`config.mk`:
```
export PLATFORM = sky130hd
export DESIGN_NAME = coef_gather_flat
export DESIGN_NICKNAME = d
export VERILOG_FILES = /design/src/rtl/coef_gather_if.sv /design/src/rtl/coef_gather.sv /design/src/flat_wrapper.sv
export SDC_FILE = /design/constraint.sdc
export NUM_CORES = 1
export LEC_CHECK = 0
export ABC_AREA = 1
export CAP_MARGIN = 20
export CORE_MARGIN = 3
export CORE_UTILIZATION = 57
export CTS_CLUSTER_DIAMETER = 30
export DETAILED_ROUTE_END_ITERATION = 10
export PLACE_DENSITY = 0.85
export SLEW_MARGIN = 15
export SYNTH_ARGS = -nofsm -noshare
export SYNTH_HDL_FRONTEND = slang
export SYNTH_SLANG_ARGS = --single-unit
export TNS_END_PERCENT = 30
```
`constraint.sdc`:
```
create_clock -name clk -period 2.2 [get_ports clk]
set_input_delay 0.33 -clock clk [delete_from_list [all_inputs] [get_ports clk]]
set_output_delay 0.33 -clock clk [all_outputs]
set_load 0.02 [all_outputs]
```
`src/rtl/coef_gather_if.sv`:
```
// Serial coefficient stream in, packed wide word out.
// Both handshakes share one bundle; the DUT side is the slave modport.
interface coef_gather_if #(
  parameter int DATA = 32,
  parameter int PACK = 4,
  parameter int CW   = $clog2(PACK + 1)
) ();
  logic [DATA-1:0]      in_data;
  logic                 in_valid;
  logic                 in_last;
  logic                 in_ready;
  logic [DATA*PACK-1:0] out_data;
  logic [CW-1:0]        out_count;
  logic                 out_last;
  logic                 out_valid;
  logic                 out_ready;

  modport master (
    output in_data, in_valid, in_last, out_ready,
    input  in_ready, out_data, out_count, out_last, out_valid
  );

  modport slave (
    input  in_data, in_valid, in_last, out_ready,
    output in_ready, out_data, out_count, out_last, out_valid
  );
endinterface

```
`src/rtl/coef_gather.sv`:
```
// Gathers consecutive DATA-bit coefficients into one PACK-lane word; in_last
// closes a group early and flushes a zero-padded partial word.
module coef_gather #(
  parameter int DATA = 32,
  parameter int PACK = 4,
  parameter int CW   = $clog2(PACK + 1)
) (
  input  logic         clk,
  input  logic         reset,
  coef_gather_if.slave bus
);

  typedef enum logic {
    S_FILLING = 1'b0,
    S_DONE    = 1'b1
  } acc_state_t;

  acc_state_t                 state_q, state_d;
  logic [PACK-1:0][DATA-1:0]  acc_data_q, acc_data_d;
  logic [CW-1:0]              acc_cnt_q, acc_cnt_d;
  logic                       acc_last_q, acc_last_d;

  logic [PACK-1:0][DATA-1:0]  out_data_q, out_data_d;
  logic [CW-1:0]              out_count_q, out_count_d;
  logic                       out_last_q, out_last_d;
  logic                       out_valid_q, out_valid_d;

  logic                       acc_done;
  logic                       accept;
  logic                       xfer;
  logic [CW-1:0]              cnt_inc;
  logic                       closes;

  assign acc_done = (state_q == S_DONE);
  assign accept   = bus.in_valid && !acc_done;
  // A closed group moves out as soon as the output slot is free or draining.
  assign xfer     = acc_done && (!out_valid_q || bus.out_ready);
  assign cnt_inc  = acc_cnt_q + CW'(1);
  assign closes   = (cnt_inc == CW'(PACK)) || bus.in_last;

  // Lanes clear on transfer, so lanes beyond a partial count read as zero.
  generate
    for (genvar gi = 0; gi < PACK; gi++) begin : g_lane
      assign acc_data_d[gi] = xfer ? '0 :
                              (accept && (acc_cnt_q == CW'(gi))) ? bus.in_data :
                              acc_data_q[gi];
    end
  endgenerate

  always_comb begin
    state_d     = state_q;
    acc_cnt_d   = acc_cnt_q;
    acc_last_d  = acc_last_q;
    out_data_d  = out_data_q;
    out_count_d = out_count_q;
    out_last_d  = out_last_q;
    out_valid_d = out_valid_q;

    if (xfer) begin
      state_d     = S_FILLING;
      acc_cnt_d   = '0;
      acc_last_d  = 1'b0;
      out_data_d  = acc_data_q;
      out_count_d = acc_cnt_q;
      out_last_d  = acc_last_q;
      out_valid_d = 1'b1;
    end else begin
      if (out_valid_q && bus.out_ready) begin
        out_valid_d = 1'b0;
      end
      if (accept) begin
        acc_cnt_d = cnt_inc;
        if (closes) begin
          state_d    = S_DONE;
          acc_last_d = bus.in_last;
        end
      end
    end
  end

  always_ff @(posedge clk) begin
    if (reset) begin
      state_q     <= S_FILLING;
      acc_data_q  <= '0;
      acc_cnt_q   <= '0;
      acc_last_q  <= 1'b0;
      out_data_q  <= '0;
      out_count_q <= '0;
      out_last_q  <= 1'b0;
      out_valid_q <= 1'b0;
    end else begin
      state_q     <= state_d;
      acc_data_q  <= acc_data_d;
      acc_cnt_q   <= acc_cnt_d;
      acc_last_q  <= acc_last_d;
      out_data_q  <= out_data_d;
      out_count_q <= out_count_d;
      out_last_q  <= out_last_d;
      out_valid_q <= out_valid_d;
    end
  end

  assign bus.in_ready  = !acc_done;
  assign bus.out_data  = out_data_q;
  assign bus.out_count = out_count_q;
  assign bus.out_last  = out_last_q;
  assign bus.out_valid = out_valid_q;

endmodule

```
`src/flat_wrapper.sv`:
```
// flat-port wrapper written by rule: the top's interface ports become plain ports
module coef_gather_flat 
#(
  parameter int DATA = 32,
  parameter int PACK = 4,
  parameter int CW   = $clog2(PACK + 1)
)
  (clk, reset, bus_in_data, bus_in_valid, bus_in_last, bus_out_ready, bus_in_ready, bus_out_data, bus_out_count, bus_out_last, bus_out_valid);
  coef_gather_if #(.DATA(DATA), .PACK(PACK), .CW(CW)) bus_i ();
  input  logic clk;
  input  logic reset;
  input wire logic [$bits(bus_i.in_data)-1:0] bus_in_data;
  input wire logic [$bits(bus_i.in_valid)-1:0] bus_in_valid;
  input wire logic [$bits(bus_i.in_last)-1:0] bus_in_last;
  input wire logic [$bits(bus_i.out_ready)-1:0] bus_out_ready;
  output wire logic [$bits(bus_i.in_ready)-1:0] bus_in_ready;
  output wire logic [$bits(bus_i.out_data)-1:0] bus_out_data;
  output wire logic [$bits(bus_i.out_count)-1:0] bus_out_count;
  output wire logic [$bits(bus_i.out_last)-1:0] bus_out_last;
  output wire logic [$bits(bus_i.out_valid)-1:0] bus_out_valid;
  assign bus_i.in_data = bus_in_data;
  assign bus_i.in_valid = bus_in_valid;
  assign bus_i.in_last = bus_in_last;
  assign bus_i.out_ready = bus_out_ready;
  assign bus_in_ready = bus_i.in_ready;
  assign bus_out_data = bus_i.out_data;
  assign bus_out_count = bus_i.out_count;
  assign bus_out_last = bus_i.out_last;
  assign bus_out_valid = bus_i.out_valid;
  coef_gather #(.DATA(DATA), .PACK(PACK), .CW(CW)) u_core (.clk(clk), .reset(reset), .bus(bus_i));
endmodule
```
* Word level (Yosys, flattened, before mapping)
Cells that the tools add are included.
** Storage, ports and cells
- Bits in registers :: 266
- Output and inout bits :: 134
** Cells by class
- Add/subtract/negate cells :: 1
- Equal/unequal tests :: 4
- Muxes and demuxes :: 2
- Reductions and logical operators :: 15
** Operators with widths (number)
- 1-bit logical AND :: 7
- 3-bit by 2-bit == test with 1-bit output, second input constant :: 2
- 3-bit by 1-bit adder with 3-bit output, second input constant :: 1
- 3-bit by 1-bit == test with 1-bit output, second input constant :: 1
- 3-bit == test, second input constant :: 1
- 3-bit logical NOT :: 1
- 1-bit logical NOT :: 2
- 1-bit logical OR :: 2
- 1-bit two-way mux :: 2
- 2-bit AND reduction :: 1
- 2-bit nonzero test :: 1
- 2-bit OR reduction :: 1

* Depth between registers and ports, before layout
- Depth in word-level cells :: 4
- Gate-level depth with buffers :: 8
- Mapped depth without buffers :: 7

* Worst setup path before layout
OpenSTA, ideal clock, no wires.
- Kind :: register -> register
- Start point :: register u_core.acc_cnt_q[0]
- End point :: register u_core.acc_data_q[97] in the netlist's numbering
- Setup time :: 70 ps
- Data arrival time :: 1395 ps
- Required time :: 2130 ps
- Setup slack :: 735 ps
- Stages on the path, launching flop included :: 8
- Path buffers :: 2
- Cell sequence :: dfxtp_1 ha_1 ha_1 buf_2 nand2_1 clkbuf_1 nand2_1 a21oi_1
** Between the ends
- Longest elaborated chain between the ends :: 2
** RTL lines
- from (decl) :: line coef_gather.sv:20 : logic [CW-1:0] acc_cnt_q, acc_cnt_d;
- from (signal assigned) :: line coef_gather.sv:94 : acc_cnt_q <= acc_cnt_d;
- 3-bit by 2-bit == test with 1-bit output :: line coef_gather.sv:45 : (accept && (acc_cnt_q == CW'(gi))) ? bus.in_data :
- 1-bit logical AND :: line coef_gather.sv:45
- to (signal assigned) :: line coef_gather.sv:93 : acc_data_q <= acc_data_d;
- to (decl) :: line coef_gather.sv:19 : logic [PACK-1:0][DATA-1:0] acc_data_q, acc_data_d;
Every way passes these cells.
A chain may end at the register's enable or synchronous reset.

* Worst setup path after layout
- Start point :: register u_core.state_q (netlist: u_core.acc_done)
- End point :: output port bus_in_ready
** Between the ends
- Longest elaborated chain between the ends :: 1
** RTL lines
- from (decl) :: line coef_gather.sv:18 : acc_state_t state_q, state_d;
- from (signal assigned) :: line coef_gather.sv:92 : state_q <= state_d;
- 1-bit logical NOT :: line coef_gather.sv:103 : assign bus.in_ready = !acc_done;
- to (decl) :: line flat_wrapper.sv:16 : output wire logic [$bits(bus_i.in_ready)-1:0] bus_in_ready;
Every way passes these cells.

==> summary.md <==
| Metric | Value |
|---|---|
| Seq cells post-synth | `approximately 270` |
| CTS Buf Count | `42` |
| Placed Cells | `1,642` |
| Antenna Nets Post-Route | `0` |
| Worst Path Arrival | `between 1500 and 2000 ps` |
| Synth Instances | `between 1,000 and 1,500` |
| Nets | `about 1,500` |
| Switching part of the total | `26.2%` |
| Status | `finished clean` |
| Min Tclk post-route | `2100 ps` |
| Source of the critical timing path | `u_core.acc_done` |
| Syn Nets | `1,363` |
| Die Y | `138 µm` |
| Synthesized cell area | `9910 µm²` |
| Sequential area share after synthesis | `between 50 and 60%` |
| Power, Total | `approximately 0.014 W` |
| DR iter-0 viols | `986` |
| Post-CTS Setup Inserts | `0` |
| Vias in the first global route | `9,088` |
| Final period utilization | `95.7%` |
| DRC viols | `0` |
| Most frequent cells in the layout | `nor2_1 (459), dfxtp_1 (266), clkdlybuf4s50_1 (170), nand2_1 (139), nand3_1 (128)` |
| Sw Pwr | `0.00357 W` |
| Fillers | `1,120` |
| Aggregate global routing overflow | `0` |
| Via count of the routed design | `9,482` |
| Final cell count without fillers | `1,718` |
| Core area | `16,800 µm²` |
| Post-CTS resize count | `0` |
| R2r setup slk | `~540 ps` |
| Fmax | `between 0.4 and 0.5 GHz` |
| FF-to-FF path depth | `6` |
| Worst-path clk slew | `50 ps` |
| Gate power share | `a little over an eighth` |
| Slowest CP cell | `dfxtp_1` |
| Final Wtd Congestion | `0.864` |
| Slew Viols, Final | `0` |
| Syn_area_per_cell | `about 7.5 µm²` |
| Hold-fix buffer count after cts | `0` |
| Die width | `138 µm` |
| Critical Path Max Stage Delay | `580 ps` |
| End of the critical path | `bus_in_ready` |
| Die Area | `19,000 µm²` |
| Worst Tran Pin Value | `500 ps` |
| # IOs | `171` |
| DRT Pass-1 Iters | `7` |
| Skew-Pair Late Insertion Delay | `520 ps` |
| H-tree levels | `2` |
| Clock Power Share | `a little under half` |
| Rows | `47` |
| Max-Cap Viols | `0` |
| Sequential power share | `38.9%` |
| Worst setup EP type | `output pin` |
| Setup Crit Path Kind | `reg2out` |
| CTS tree | `yes` |
| Root Buffer | `clkbuf_16` |
| Max_slew headroom | `66.3%` |
| Final hold vios | `0` |
| Ratio of cells with drive above 1 in the final layout | `7.61%` |
| Area Growth Syn to Fin | `32.8%` |
| Tot GR Track Use | `30.3%` |
| Worst Hold Class | `in2reg` |
| Setup Skew | `11.6 ps` |
| CP max FO | `5` |
| Final setup fails | `0` |
| Required time worst endpoint | `1870 ps` |
| First-pass GRT wire length | `45,100 µm` |
| Initial antenna violation count | `0` |
| Startpoint types | `register` |
| Commonest non-fill, non-tap cell in the layout | `nor2_1` |
| Routed WL per cell | `17.0 µm` |
| Yosys warns | `0` |
| Clk buf depth | `3` |
| TNS Setup | `0 ps` |
| Initial core utilization | `58.9%` |
| RR Endpoint | `u_core.acc_data_q[116]` |
| VDD IR-drop max | `0.000721 V` |
| Pint | `0.0101 W` |
| Cell Pwr Density | `1040 nW/µm²` |
| Yosys cell types | `19` |
| RSZ-0062 raised after global routing | `false` |
| Pin count of the biggest net entering global routing | `98` |
| Final Core Density | `78.2%` |
| Via density | `5.52` |
| # clock sinks | `between 200 and 300` |
| Launching point of the worst reg2reg path | `u_core.acc_cnt_q[2]` |
| Drt total wl | `29,200 µm` |
| I/O Buffers | `170` |
| Leak | `5.20 nW` |
| Critical-path cell list | `inv_2 -> clkdlybuf4s50_1` |
| Ant diodes | `0` |
| Dpl hpwl | `between 15,000 and 20,000 µm` |
==> power groups by stage <==
stage	Sequential [W]	Combinational, W	Clock (W)
finish	0.00530	0.00179	0.00654
global route	0.00532	0.00195	0.00679
CTS	0.00530	0.00178	0.00658
detailed placement	0.00539	0.00176	0
global placement	0.00538	0.00171	0
floorplan	0.00557	0.000843	0
==> metal layers <==
layer | share of wire [%] | track usage (%)
met4 | 5.2 | 17.7
met1 | 38 | 37.5
met5 | 0 | 0
met2 | 47 | 49.2
met3 | 9.7 | 6.14
==> cell usage after synthesis <==
master / n / area share, %
inv_1: 41 / 1.6
a21oi_1: 38 / 1.9
nor2_1: 462 / 18
buf_4: 10 / 0.76
nand2_2: 2 / 0.13
nor2_4: 4 / 0.45
buf_2: 36 / 1.8
o21ai_0: 117 / 5.9
nand2_4: 2 / 0.23
clkbuf_1: 42 / 1.6
o21a_1: 1 / 0.076
ha_1: 6 / 0.76
dfxtp_1: 266 / 54
nand2_1: 139 / 5.3
nand3_1: 128 / 6.5
inv_2: 3 / 0.11
a21oi_4: 1 / 0.16
buf_6: 7 / 0.80
o21ai_1: 15 / 0.76
==> flip-flops by register name, indices dropped and copies added (netlist names) <==
name and cells:
u_core.bus.out_valid 1, u_core.acc_data_q 128, u_core.bus.out_data 128, u_core.bus.out_count 3, u_core.bus.out_last 1, u_core.acc_done 1
u_core.acc_last_q 1, u_core.acc_cnt_q 3
==> cell families after synthesis <==
family / Yosys count / share of synthesized area, %
fa+ha+maj: 6 / 0.758
buf+inv: 139 / 6.63
flops: 266 / 53.7
compound gates: 172 / 8.83
simple gates: 737 / 30.0
==> how the worst min path moves through the flow <==
stage | from | to | cells past startpoint
2_1_floorplan | reset | u_core.bus.out_valid | 1
3_3_place_gp | u_core.acc_data_q[114] | u_core.acc_data_q[114] | 2
3_5_place_dp | u_core.acc_data_q[104] | u_core.acc_data_q[104] | 2
4_1_cts | bus_in_data[1] | u_core.acc_data_q[97] | 3
5_1_grt | bus_in_data[27] | u_core.acc_data_q[123] | 3
6_report | bus_in_data[1] | u_core.acc_data_q[97] | 3
==> per-stage QoR <==
| stage | hold slack (ps) | setup WS [ps] | cell area [µm²] |
|---|---|---|---|
| 3_3_place_gp | 445 | 354 | 11700 |
| 6_report | 428 | 95.5 | 13200 |
| 5_1_grt | 463 | 42.3 | 13200 |
| 2_1_floorplan | 399 | 735 | 9910 |
| 3_5_place_dp | 451 | 306 | 11700 |
| 4_1_cts | 419 | 103 | 13200 |
==> critical path, delay by kind of cell (launching register included) <==
kind,cells,cell delay [ps]
DFF,1,580
buffers and inverters,2,680
==> area by class of cell <==
class                           instances  area [µm²]  area share, %
Multi-Input combinational cell        915        3930           29.9
Sequential cell                       266        5330           40.5
Clock buffer                           58        1250           9.54
Tap cell                              220         275           2.09
Inverter                               44         168           1.27
Timing Repair Buffer                  197        2020           15.3
Clock inverter                         18         180           1.37
Power figures use the tool's default switching activity.
